--- src/rtl/mem_access_lsu.sv ---
// Load/store unit between the pipeline and the memory access controller.
// Handles byte/half/word alignment, store lane replication and load extension.
module mem_access_lsu #(
    parameter bit MISALIGN_ERR = 1'b1
) (
    input  logic        clk,
    input  logic        rst_n,
    input  logic        req_valid,
    output logic        req_ready,
    input  logic        req_write,
    input  logic [31:0] req_addr,
    input  logic [1:0]  req_size,
    input  logic        req_unsigned,
    input  logic [31:0] req_wdata,
    output logic        resp_valid,
    output logic [31:0] resp_rdata,
    output logic        resp_error,
    output logic        mem_cmd_start,
    output logic        mem_cmd_write,
    input  logic        mem_cmd_ready,
    output logic [31:0] mem_addr,
    input  logic [31:0] mem_rdata,
    input  logic        mem_rdata_valid,
    output logic [31:0] mem_wdata,
    output logic [31:0] mem_wmask
);

    typedef enum logic [1:0] {IDLE, ISSUE, WAIT_RD, RESP} state_t;

    state_t      state_q, state_d;
    logic        ready_en_q, ready_en_d;
    logic        write_q, write_d;
    logic [1:0]  size_q, size_d;
    logic        uns_q, uns_d;
    logic [1:0]  off_q, off_d;
    logic [31:0] addr_q, addr_d;
    logic [31:0] wdata_q, wdata_d;
    logic [31:0] wmask_q, wmask_d;
    logic [31:0] rdata_q, rdata_d;
    logic        err_q, err_d;

    logic        accept;
    logic        misalign;
    logic        req_err;
    logic [1:0]  eff_off;
    logic [31:0] lane;

    always_comb begin
        accept   = (state_q == IDLE) && ready_en_q && req_valid;
        misalign = ((req_size == 2'b01) && req_addr[0]) ||
                   ((req_size == 2'b10) && (req_addr[1:0] != 2'b00));
        req_err  = (req_size == 2'b11) || (MISALIGN_ERR && misalign);
        // Offset after forcing alignment; identical to addr[1:0] for aligned requests.
        case (req_size)
            2'b00:   eff_off = req_addr[1:0];
            2'b01:   eff_off = {req_addr[1], 1'b0};
            default: eff_off = 2'b00;
        endcase
        lane = mem_rdata >> {off_q, 3'b000};
    end

    always_comb begin
        state_d    = state_q;
        ready_en_d = 1'b1;
        write_d    = write_q;
        size_d     = size_q;
        uns_d      = uns_q;
        off_d      = off_q;
        addr_d     = addr_q;
        wdata_d    = wdata_q;
        wmask_d    = wmask_q;
        rdata_d    = rdata_q;
        err_d      = err_q;

        case (state_q)
            IDLE: begin
                if (accept) begin
                    size_d  = req_size;
                    uns_d   = req_unsigned;
                    off_d   = eff_off;
                    err_d   = req_err;
                    rdata_d = 32'h0;
                    addr_d  = {req_addr[31:2], 2'b00};
                    write_d = req_write && !req_err;
                    case (req_size)
                        2'b00: begin
                            wdata_d = {4{req_wdata[7:0]}};
                            wmask_d = 32'h0000_00FF << {eff_off, 3'b000};
                        end
                        2'b01: begin
                            wdata_d = {2{req_wdata[15:0]}};
                            wmask_d = 32'h0000_FFFF << {eff_off[1], 4'b0000};
                        end
                        default: begin
                            wdata_d = req_wdata;
                            wmask_d = 32'hFFFF_FFFF;
                        end
                    endcase
                    if (!req_write || req_err) begin
                        wmask_d = 32'h0;
                    end
                    state_d = req_err ? RESP : ISSUE;
                end
            end
            ISSUE: begin
                if (mem_cmd_ready) begin
                    state_d = write_q ? RESP : WAIT_RD;
                end
            end
            WAIT_RD: begin
                if (mem_rdata_valid) begin
                    case (size_q)
                        2'b00:   rdata_d = {{24{lane[7] & ~uns_q}}, lane[7:0]};
                        2'b01:   rdata_d = {{16{lane[15] & ~uns_q}}, lane[15:0]};
                        default: rdata_d = lane;
                    endcase
                    state_d = RESP;
                end
            end
            default: state_d = IDLE;
        endcase
    end

    always_ff @(posedge clk or negedge rst_n) begin
        if (!rst_n) begin
            state_q    <= IDLE;
            ready_en_q <= 1'b0;
            write_q    <= 1'b0;
            size_q     <= 2'b00;
            uns_q      <= 1'b0;
            off_q      <= 2'b00;
            addr_q     <= 32'h0;
            wdata_q    <= 32'h0;
            wmask_q    <= 32'h0;
            rdata_q    <= 32'h0;
            err_q      <= 1'b0;
        end else begin
            state_q    <= state_d;
            ready_en_q <= ready_en_d;
            write_q    <= write_d;
            size_q     <= size_d;
            uns_q      <= uns_d;
            off_q      <= off_d;
            addr_q     <= addr_d;
            wdata_q    <= wdata_d;
            wmask_q    <= wmask_d;
            rdata_q    <= rdata_d;
            err_q      <= err_d;
        end
    end

    assign req_ready     = (state_q == IDLE) && ready_en_q;
    assign resp_valid    = (state_q == RESP);
    assign resp_error    = (state_q == RESP) && err_q;
    assign resp_rdata    = rdata_q;
    assign mem_cmd_start = (state_q == ISSUE);
    assign mem_cmd_write = write_q;
    assign mem_addr      = addr_q;
    assign mem_wdata     = wdata_q;
    assign mem_wmask     = wmask_q;

endmodule

--- config.mk ---
export PLATFORM = sky130hd
export DESIGN_NAME = mem_access_lsu
export DESIGN_NICKNAME = d
export VERILOG_FILES = /design/src/rtl/mem_access_lsu.sv
export SDC_FILE = /design/constraint.sdc
export NUM_CORES = 1
export LEC_CHECK = 0
export BUFFER_PORTS_ARGS = -buffer_cell sky130_fd_sc_hd__buf_2
export CAP_MARGIN = 25
export CORE_AREA = 2 2 147 77
export DETAILED_ROUTE_END_ITERATION = 8
export DIE_AREA = 0 0 149 79
export PLACE_DENSITY = 0.82
export SLEW_MARGIN = 15
export SYNTH_ARGS = -nofsm -noshare
export SYNTH_HDL_FRONTEND = slang
export SYNTH_SLANG_ARGS = --single-unit
--- constraint.sdc ---
create_clock -name clk -period 4.8 [get_ports clk]
set_clock_uncertainty 0.05 [all_clocks]
set_input_delay 0.24 -clock clk [delete_from_list [all_inputs] [get_ports clk]]
set_output_delay 0.24 -clock clk [all_outputs]
set_load 0.03 [all_outputs]
### Word-level counts from Yosys, hierarchy flattened

Index checks and enable logic that the tools add are counted.

| storage, ports and cells | value |
|---|---|
| output and inout port bits | 133 |
| flip-flop bits (word level) | 136 |

| cells by class | value |
|---|---|
| reductions and logical operators | 19 |
| shifts and indexed selects | 3 |
| multiplexer cells | 14 |
| bitwise gates (word level) | 3 |
| eq/ne operators | 10 |

Operators with widths:

| cell | number |
|---|---|
| $pmux 32 s2 | 4 |
| $mux 32 | 3 |
| $shl 16x5->32 const A | 1 |
| $shl 8x5->32 const A | 1 |
| $shr 32x5->32 | 1 |
| $eq 2x2->1 const B | 4 |
| $mux 2 | 4 |
| $eq 2x1->1 const B | 3 |
| $logic_and 1x1->1 | 6 |
| $logic_not 2->1 | 3 |
| $pmux 2 s3 | 1 |
| $reduce_and 3->1 | 2 |
| $ne 2x2->1 const B | 2 |
| $pmux 2 s2 | 1 |
| $reduce_bool 2->1 | 2 |
| $logic_or 1x1->1 | 3 |
| $and 1x1->1 | 2 |
| $logic_not 1->1 | 2 |
| $ne 2x1->1 const B | 1 |
| $reduce_and 2->1 | 1 |
| $mux 1 | 1 |
| $not 1->1 | 1 |

### Longest topological paths before layout

Gate-level depths: netlist of run 1.

| logic depth | value |
|---|---|
| depth after elaboration | 7 |
| mapped depth | 8 |
| mapped depth without buffers | 6 |

### Least setup slack after synthesis of run 1

Ideal clock, no wire load.

| timing path | value |
|---|---|
| kind | register to register |
| from | register state_q[0] |
| to | register wmask_q[15], in the netlist mem_wmask[15] |
| slack | 2.813 ns |
| data arrival time | 1.826 ns |
| stages on the path, launching flop included | 9 |
| path buffers | 2 |
| library setup time | 0.110 ns |
| period minus slack after synthesis | 1.987 ns |
| required time | 4.640 ns |
| cell sequence | dfrtp_1 > inv_1 > ha_1 > and2_1 > nand2_1 > clkbuf_1 > clkbuf_1 > nand2_1 > o41ai_1 |

| on the way | value |
|---|---|
| cells in the longest elaborated chain, start to end | 4 |

Ends and longest elaborated chain:

| what | RTL line | source |
|---|---|---|
| from (decl) | 30 | `state_t state_q, state_d;` |
| from (signal assigned) | 138 | `state_q <= state_d;` |
| $logic_not 2->1 | n/a |  |
| $logic_and 1x1->1 | n/a |  |
| named net req_ready | 9 | `output logic req_ready,` |
| $logic_and 1x1->1 | 49 | `accept = (state_q == IDLE) && ready_en_q && req_valid;` |
| $reduce_and 2->1 (no line) | n/a |  |
| to (signal assigned) | 146 | `wmask_q <= wmask_d;` |
| to (decl) | 38 | `logic [31:0] wmask_q, wmask_d;` |

The timed path passes the listed nets, and every way through them passes these cells.
A chain may end at the register's enable or synchronous reset.

### Worst setup path after layout of run 1

| timing path | value |
|---|---|
| from | register state_q[1] |
| to | register addr_q[5], in the netlist mem_addr[5] |

| on the way | value |
|---|---|
| cells in the longest elaborated chain, start to end | 4 |

Ends and longest elaborated chain:

| what | RTL line | source |
|---|---|---|
| $logic_not 2->1 * | 49, 75 |  |
| $logic_and 1x1->1 (2 in series) | 49 |  |
| $reduce_and 2->1 (no line) * | n/a |  |
| to (signal assigned) | 144 | `addr_q <= addr_d;` |
| to (decl) | 36 | `logic [31:0] addr_q, addr_d;` |

Every way passes the cells marked *; elsewhere a longest branch is shown, timed or not.

==> run metrics, run 1 <==
status=complete, no violations; Worst setup EP type=flop; # hold bufs at CTS=1; Critical Path Fanout Max=65; Critical Path Source=state_q[1]; fmax=0.3969 GHz; FP Rows=27; fin crit period=2520 ps; GRT overflow=0; CTS tree=done; core box area=10610 µm²; Die ar.=11770 µm²; first-pass GRT wire length=21.47 mm; Num CTS Buffers=9; crit path launch type=flop; Worst Tran Pin Value=705.3 ps; Initial Util=0.4961; GRT Total Usage=0.2343; Max VDD drop=0.4521 mV; Post-route DRC=0; largest net degree at the start of global routing=66; post-synthesis sequential area ratio=0.5136; Slew Viols, Final=0; Avg WL per Cell=16.63 µm; Post-synth ARST share=1.000; LEAKAGE=3.436 nW; Seq cells post-synth=108; Top FF cell, synth=dfrtp_1; placed insts=804; TNS Setup=0 ps; dpl hpwl=10.15 mm; DRT Pass-1 Iters=4; critical path endpoint=mem_addr[5]; Finished Cell Area=6623 µm²; H-tree depth=3; root buf cell=clkbuf_16; critical path class=reg -> reg; RSZ-0062 raised after global routing=no; worst skew pair latency=340 ps; initial antenna violation count=0; area delta synth->final=25.84%; PortBufs=235; number of DRC markers in iteration 0=244; Die Width=149 µm; Worst path max stage delay=510 ps; Mean Syn Cell Area=10.99 µm²; clock slew at reported path FFs=80 ps; # Post-CTS Setup Buffers=0; Final period util=0.5249; worst min-delay path class=in -> reg; critical-path cell list=inv_1, ha_1, and2_1, nand2_4, buf_4, mux2_2; final hold viol count=0; Area contributors post-synth=dfrtp_1, mux2_2, mux2i_1; CP Data Arrival Time=2700 ps; fin nets=780; Yosys warning total=0; Post-synth EDFFs=0; Post-Layout Cell Count=821; Pwr per Cell Area=720.9 nW/µm²; vias in the first global route=4280; Crit Reg-Reg Endpoint=mem_addr[5]; post-synth top area cell=dfrtp_1; die height=79 µm; share of cells above drive strength 1=0.4660; worst r2r src=state_q[1]; Critical Path RT=4980 ps; Post-Syn Area=5263 µm²; clock sink total=108; flop2flop setup slack=2280 ps; vias=4364; Fill cells=869; CP max-delay cell=buf_4; gp weighted congestion=0.8414; max_cap viols=0; reg2reg path depth=6; I/O pins=238; Syn Inst Count=479; setup violators final=0; post-CTS sizing=0; Max clock buf depth=2; library cells used by synthesis=39; Vias/cell=5.315; Post-DRT Antenna Nets=0; share of the synthesized area in the top cell type=0.5136; routed wire length=13.65 mm; dpl cell area=6316 µm²; Slew Limit Headroom=0.5298; ant diodes=0
## sequential cells by signal, indices dropped and copies added (netlist names)
register and count:
ready_en_q 1, mem_addr 30, state_q 2, mem_wmask 4, mem_wdata 32, size_q 2, uns_q 1, mem_cmd_write 1
off_q 2, resp_rdata 32, err_q 1
## routing by layer
| metal | global-route usage | share of wire | vias up |
|---|---|---|---|
| met3 | 0.06839 | 0.084 | 10 |
| met5 | 0 | 0 | - |
| met1 | 0.3185 | 0.43 | 2121 |
| met2 | 0.3733 | 0.48 | 189 |
| met4 | 0.05810 | 0.0059 | 0 |
| li1 | - | - | 2044 |
## metrics by stage
stage	util	hold WS [ps]	power [mW]	setup slack, ps
after CTS	0.6243	61.68	4.804	2289
after global placement	0.5954	281.2	3.984	2387
final	0.6243	72.85	4.774	2280
after detailed placement	0.5954	282.3	4.060	2298
after floorplan	-	-105.6	3.392	2813
after global routing	0.6243	60.23	5.056	2089
## layout by cell type, fill, tap and decap left out, types with 3 or more instances in the layout
master     netlist  routed
buf_2            4     234
dfrtp_1        108     108
o21ai_0         57      57
nand2_1         55      54
mux2_2          48      48
mux2i_1         39      39
a21oi_1         23      23
nor2_1          19      19
a221o_1         16      16
nand3b_1         9       9
clkbuf_16        0       9
buf_4           31       7
inv_1            5       5
nand2b_1         4       4
ha_1             4       4
conb_1           2       3
## how the worst min path moves through the flow
stage	from	to	slack, ps	cells past startpoint
floorplan	rst_n	err_q	-110	0
global placement	rst_n	resp_rdata[5]	280	1
detailed placement	rst_n	resp_rdata[5]	280	1
CTS	req_addr[15]	mem_addr[15]	60	2
global route	req_addr[15]	mem_addr[15]	60	2
finish	req_addr[22]	mem_addr[22]	70	2
## cell usage after synthesis (2+ instances only)
library cell  count
mux4_2            2
or3_1             2
mux2_2           48
buf_2             4
clkbuf_1         20
and2_1            2
nand2_1          55
a31oi_1           2
nand2b_1          4
o21ai_0          57
ha_1              4
buf_6             2
buf_1             5
mux2i_1          39
a211oi_1          2
nand3b_1          9
a221o_1          16
nor2_1           19
a21oi_1          23
dfrtp_1         108
buf_4            31
a21o_1            2
conb_1            2
inv_1             5
o211ai_1          2
## worst max-delay path, delay by kind of cell, from the launching register on
kind          cells  cell delay [ps]
buf+inv           2              610
flops             1              390
fa+ha+maj         1              240
simple gates      2              680
mux               1              400
## cells by family after synthesis
logic type | synth area share
compound gates | 0.1253
flops | 0.5136
simple gates | 0.08940
mux | 0.1854
buf+inv | 0.07370
fa+ha+maj | 0.009511
other cells | 0.001427
xor+xnor | 0.001665
## where the power goes
| group | switching (mW) | internal [mW] |
|---|---|---|
| Sequential | 0.247 | 1.32 |
| Combinational | 1.68 | 0.796 |
| Clock | 0.346 | 0.387 |
## cell type report
class,count,area [µm²],area share
sequential,108,2703,0.4081
clock inverter,5,43.79,0.006613
timing repair buffer,242,1234,0.1863
multi-input combinational,305,2190,0.3306
clock buffer,11,252.7,0.03816
inverter,5,18.77,0.002834
tap,145,181.4,0.02739
Power figures use the tool's default switching activity.
==> inputs of run 2 (changes only) <==
CORE_AREA = 2 2 153 80   (was 2 2 147 77)
DIE_AREA = 0 0 155 82   (was 0 0 149 79)
PLACE_DENSITY = 0.76   (was 0.82)
clock period = 2.4 ns   (was 4.8 ns; I/O delays follow)
==> run metrics, run 2 (same netlist as run 1, synthesis figures left out) <==
status=complete, no violations; ant diodes=0 (unchanged); Post-Layout Cell Count=871 (+6.1%); dpl hpwl=11.03 mm (+8.6%); CP Data Arrival Time=2310 ps (-390 ps); worst skew pair latency=340 ps (about the same); gp weighted congestion=0.8261 (-1.8%); vias in the first global route=4531 (+5.9%); Core Util, Final=0.6182 (-0.006148); Worst setup EP type=flop; I/O pins=238 (unchanged); Die ar.=12710 µm² (+8.0%); Initial Util=0.4594 (-0.03674); RSZ-0062 raised after global routing=no; Crit Reg-Reg Endpoint=resp_rdata[30]; max_cap viols=0 (unchanged); LEAKAGE=3.647 nW (+6.2%); first-pass GRT wire length=23.16 mm (+7.9%); Post-DRT Antenna Nets=0 (unchanged); placed insts=817 (+1.6%); Max VDD drop=0.8948 mV (+98%); largest net degree at the start of global routing=50 (-24%); setup violators final=0 (unchanged); Num CTS Buffers=9 (unchanged); Crit path max-delay family=simple AND/OR/NAND/NOR gates; Crit path buffers/inverters=1 (-1); final hold viol count=0 (unchanged); Max clock buf depth=2 (unchanged); CTS tree=done; critical-path cell list=inv_1, ha_1, a21bo_2, nand3_4, nor3_2, a221o_1; worst min-delay path class=in -> reg; FP Rows=28 (+3.7%); Avg WL per Cell=17.21 µm (+3.5%); initial antenna violation count=0 (unchanged); core box area=11460 µm² (+8.0%); CP max-delay cell=nor3_2; flop2flop setup slack=320 ps (-1960 ps); fmax=0.4801 GHz (+21%); Fill cells=907 (+4.4%); number of DRC markers in iteration 0=198 (-19%); critical path endpoint=resp_rdata[30]; Critical Path Source=state_q[0]; clock slew at reported path FFs=70 ps (about the same); DRT Pass-1 Iters=4 (unchanged); fin crit period=2083 ps (-436.6 ps); TNS Setup=0 ps (unchanged); Final period util=0.8679 (+0.3430); most frequent cells in the layout=buf_2, dfrtp_1, o21ai_0; vias=4537 (+4.0%); number of cells on the critical path=6 (unchanged); crit path launch type=flop; routed wire length=14.99 mm (+9.8%); Slew Limit Headroom=0.5517 (+0.02193); Post-route DRC=0 (unchanged); H-tree depth=3 (unchanged); Critical Path RT=2630 ps (-2350 ps); Vias/cell=5.209 (-2.0%); Critical Path Fanout Max=19 (-71%); clock sink total=108 (unchanged); critical path class=reg -> reg; commonest non-fill, non-tap cell in the layout=buf_2; share of cells above drive strength 1=0.4480 (-0.01799); PortBufs=235 (unchanged); Pwr per Cell Area=1372 nW/µm² (+90%); fin nets=825 (+5.8%); Worst Tran Pin Value=671.7 ps (-33.61 ps); Die Width=155 µm (+4.0%); root buf cell=clkbuf_16; GRT Total Usage=0.2354 (+0.001085); Worst path max stage delay=540 ps (+30 ps); die height=82 µm (+3.8%); Slew Viols, Final=0 (unchanged); worst r2r src=state_q[0]; reg2reg path depth=6 (unchanged); GRT overflow=0 (unchanged); area delta synth->final=34.57%
-- run 2: changes by cell type in the layout (fill, tap and decap cells not counted), sizes merged --
cell | previous run | this run
inv | 7 | 9
clkinv | 1 | 3
buf | 241 | 249
clkinvlp | 2 | 0
clkbuf | 11 | 9
dlygate4sd3 | 1 | 38
-- run 2: worst reg2reg max path: cells and delay by family (launching register included) --
kind	cells	cell delay [ps]
and+or+nand+nor	2	760
adders and majority gates	1	260
AOI/OAI and AO/OA	2	500
DFF	1	370
buffers and inverters	1	90
-- run 2: how the worst min path moves through the flow --
stage	start	endpoint	slack (ps)	cells past startpoint
final	req_wdata[28]	mem_wdata[28]	10	3
after global routing	req_wdata[7]	mem_wdata[7]	3	2
after CTS	mem_rdata[27]	resp_rdata[27]	0.2	2
after detailed placement	rst_n	resp_rdata[4]	140	1
after global placement	rst_n	resp_rdata[4]	140	1
after floorplan	rst_n	err_q	-230	0
-- run 2: routing by layer --
layer	GRT usage	routed length [µm]	vias to the layer above
met3	0.07599	1421	13
met2	0.3889	6941	180
met4	0.04907	115	0
met5	0	0	-
li1	-	-	2130
met1	0.3088	6507	2214
-- run 2: stage by stage --
stage	setup slack (ps)	hold slack [ps]	instance area (µm²)	power, mW
after global routing	176.6	3.112	7082	10.26
after floorplan	413.3	-225.6	5266	6.784
after detailed placement	308.9	144.9	6420	8.257
after CTS	313.8	0.2015	7082	9.746
final	316.9	9.948	7082	9.716
after global placement	487.6	135.9	6420	8.067
-- run 2: timing repair --
item / CTS / global route
endpoints found under the setup margin: 0 / 0
hold buffers: 38 / 0
gates resized for setup: 0 / 0
buffers inserted: 0 / 0
endpoints found under the hold margin: 83 / 0
-- run 2: power by group --
group	switching, mW	internal, mW	total (mW)
Combinational	3.43	1.68	5.11
Sequential	0.546	2.64	3.18
Clock	0.703	0.722	1.42
-- run 2: area by class of cell --
class / instances / area (µm²) / area share
multi-input cells: 305 / 2190 / 0.3092
clock inverters: 7 / 56.30 / 0.007951
inverters: 5 / 18.77 / 0.002650
repair buffers: 287 / 1702 / 0.2403
flip-flops and latches: 108 / 2703 / 0.3816
well taps: 150 / 187.7 / 0.02650
clock buffers: 9 / 225.2 / 0.03180
==> inputs of run 3 (changes only) <==
CORE_AREA = 2 2 147 77   (was 2 2 153 80)
DIE_AREA = 0 0 149 79   (was 0 0 155 82)
PLACE_DENSITY = 0.82   (was 0.76)
clock period = 2.7 ns   (was 2.4 ns; I/O delays follow)
==> run metrics, run 3 (same netlist as run 1, synthesis figures left out) <==
largest net degree at the start of global routing=69 (+38%); DRT Pass-1 Iters=5 (+1); gp weighted congestion=0.8432 (+2.1%); status=complete, no violations; vias in the first global route=4527 (-0.088%); GRT Total Usage=0.2508 (+0.01534); Clock power frac=0.148 (about the same); Critical Path Fanout Max=68 (+49); Critical Path RT=2880 ps (+250 ps); Initial Util=0.4961 (+0.03674); RSZ-0062 raised after global routing=no; Slew Limit Headroom=0.5679 (+0.01616); Avg WL per Cell=16.95 µm (-1.5%); critical path class=reg -> reg; dpl cell area=6349 µm² (-1.1%); area delta synth->final=32.91%; Max VDD drop=0.7842 mV (-12%); root buf cell=clkbuf_16; # Post-CTS Setup Buffers=0 (unchanged); fin crit period=2051 ps (-31.84 ps); final hold viol count=0 (unchanged); GRT overflow=0 (unchanged); initial antenna violation count=0 (unchanged); Post-route DRC=0 (unchanged); P_sw=4.113 mW (-12%); fin nets=816 (-1.1%); ant diodes=0 (unchanged); Finished Cell Area=6994 µm² (-1.2%); commonest non-fill, non-tap cell in the layout=buf_2; Vias/cell=5.307 (+1.9%); worst min-delay path class=in -> reg; sw frac=0.4794 (-0.002335); CP Data Arrival Time=2230 ps (-80 ps); Pint=4.466 mW (-11%); clock slew at reported path FFs=80 ps (about the same); Die ar.=11770 µm² (-7.4%); most frequent cells in the layout=buf_2, dfrtp_1, o21ai_0; crit path launch type=flop; Die Width=149 µm (-3.9%); share of cells above drive strength 1=0.4424 (-0.005573); Post-DRT Antenna Nets=0 (unchanged); CTS tree=done; PortBufs=235 (unchanged); worst skew pair latency=350 ps (about the same); number of DRC markers in iteration 0=311 (+57%); Flop pwr share=0.331 (+0.004); Max clock buf depth=2 (unchanged); Slew Viols, Final=0 (unchanged); vias=4548 (+0.24%); routed wire length=14.53 mm (-3.0%); Worst setup EP type=flop; clock sink total=108 (unchanged); die height=79 µm (-3.7%); H-tree depth=3 (unchanged); Pwr per Cell Area=1227 nW/µm² (-11%); max_cap viols=0 (unchanged); first-pass GRT wire length=23.06 mm (-0.45%); I/O pins=238 (unchanged); setup violators final=0 (unchanged); fmax=0.4875 GHz (+1.6%); Num CTS Buffers=9 (unchanged); FP Rows=27 (-3.6%); core box area=10610 µm² (-7.4%); TNS Setup=0 ps (unchanged); Logic pwr share=0.521 (-0.005); Final period util=0.7597 (-0.1082); dpl hpwl=10.37 mm (-6.0%); Worst Tran Pin Value=647.5 ps (-24.21 ps); LEAKAGE=3.594 nW (-1.5%)
-- run 3: critical path: stages (launching register included) --
cell     delay (ps)
dfrtp_1         380
inv_1            90
ha_1            250
and2_1          200
nand2_4         250
buf_12          310
mux2_2          390
-- run 3: routing by layer --
metal  vias to the layer above  part of all wire  GRT usage
met3                        20             0.083    0.06839
met4                         0             0.013    0.06286
met5                         -                 0          0
met2                       191              0.46     0.4046
met1                      2217              0.44     0.3399
li1                       2120                 -          -
-- run 3: area by class of cell --
| cell class | count | area (µm²) |
|---|---|---|
| clock buffers | 11 | 242.7 |
| clock inverters | 5 | 42.54 |
| fillers | 785 | 3613 |
| inverters | 5 | 18.77 |
| multi-input cells | 305 | 2190 |
| flip-flops and latches | 108 | 2703 |
| well taps | 145 | 181.4 |
| repair buffers | 278 | 1617 |
-- run 3: path summary, 6_finish.rpt --
| path | slack (ps) | end | from | cells after the start |
|---|---|---|---|---|
| min | 20 | mem_wdata[2] | req_wdata[2] | 2 |
| min reg2reg | 430 | resp_rdata[12] | resp_rdata[12] | 2 |
| max reg2reg | 650 | mem_addr[16] | state_q[0] | 6 |
| max | 650 | mem_addr[16] | state_q[0] | 6 |
| max in group asynchronous | 1570 | mem_wdata[27] | rst_n | 3 |
| min in group asynchronous | 290 | resp_rdata[5] | rst_n | 2 |
-- run 3: stage by stage --
| step | power (mW) | util | std cells | setup slack [ps] | hold WS (ps) |
|---|---|---|---|---|---|
| final | 8.580 | 0.6594 | 857 | 648.8 | 20.27 |
| after global routing | 9.051 | 0.6594 | 857 | 489.8 | 12.23 |
| after CTS | 8.577 | 0.6594 | 857 | 655.0 | 10.11 |
| after detailed placement | 7.239 | 0.5985 | 805 | 659.0 | 148.7 |
| after global placement | 7.100 | 0.5985 | 805 | 758.2 | 127.7 |
| after floorplan | 6.030 | - | 480 | 713.3 | -210.6 |
-- run 3: power by group through the flow --
stage | Combinational (mW) | Sequential (mW) | Clock (mW)
3_5_place_dp | 4.41 | 2.83 | 0
3_3_place_gp | 4.31 | 2.79 | 0
5_1_grt | 4.77 | 2.93 | 1.34
4_1_cts | 4.46 | 2.83 | 1.29
2_1_floorplan | 1.95 | 4.08 | 0
6_report | 4.47 | 2.84 | 1.27
-- run 3: repair_timing --
action / in CTS / in global routing
resized for setup: 0 / 0
hold buffers: 36 / 0
endpoints found under the hold margin: 83 / 0
setup endpoints to repair: 0 / 0
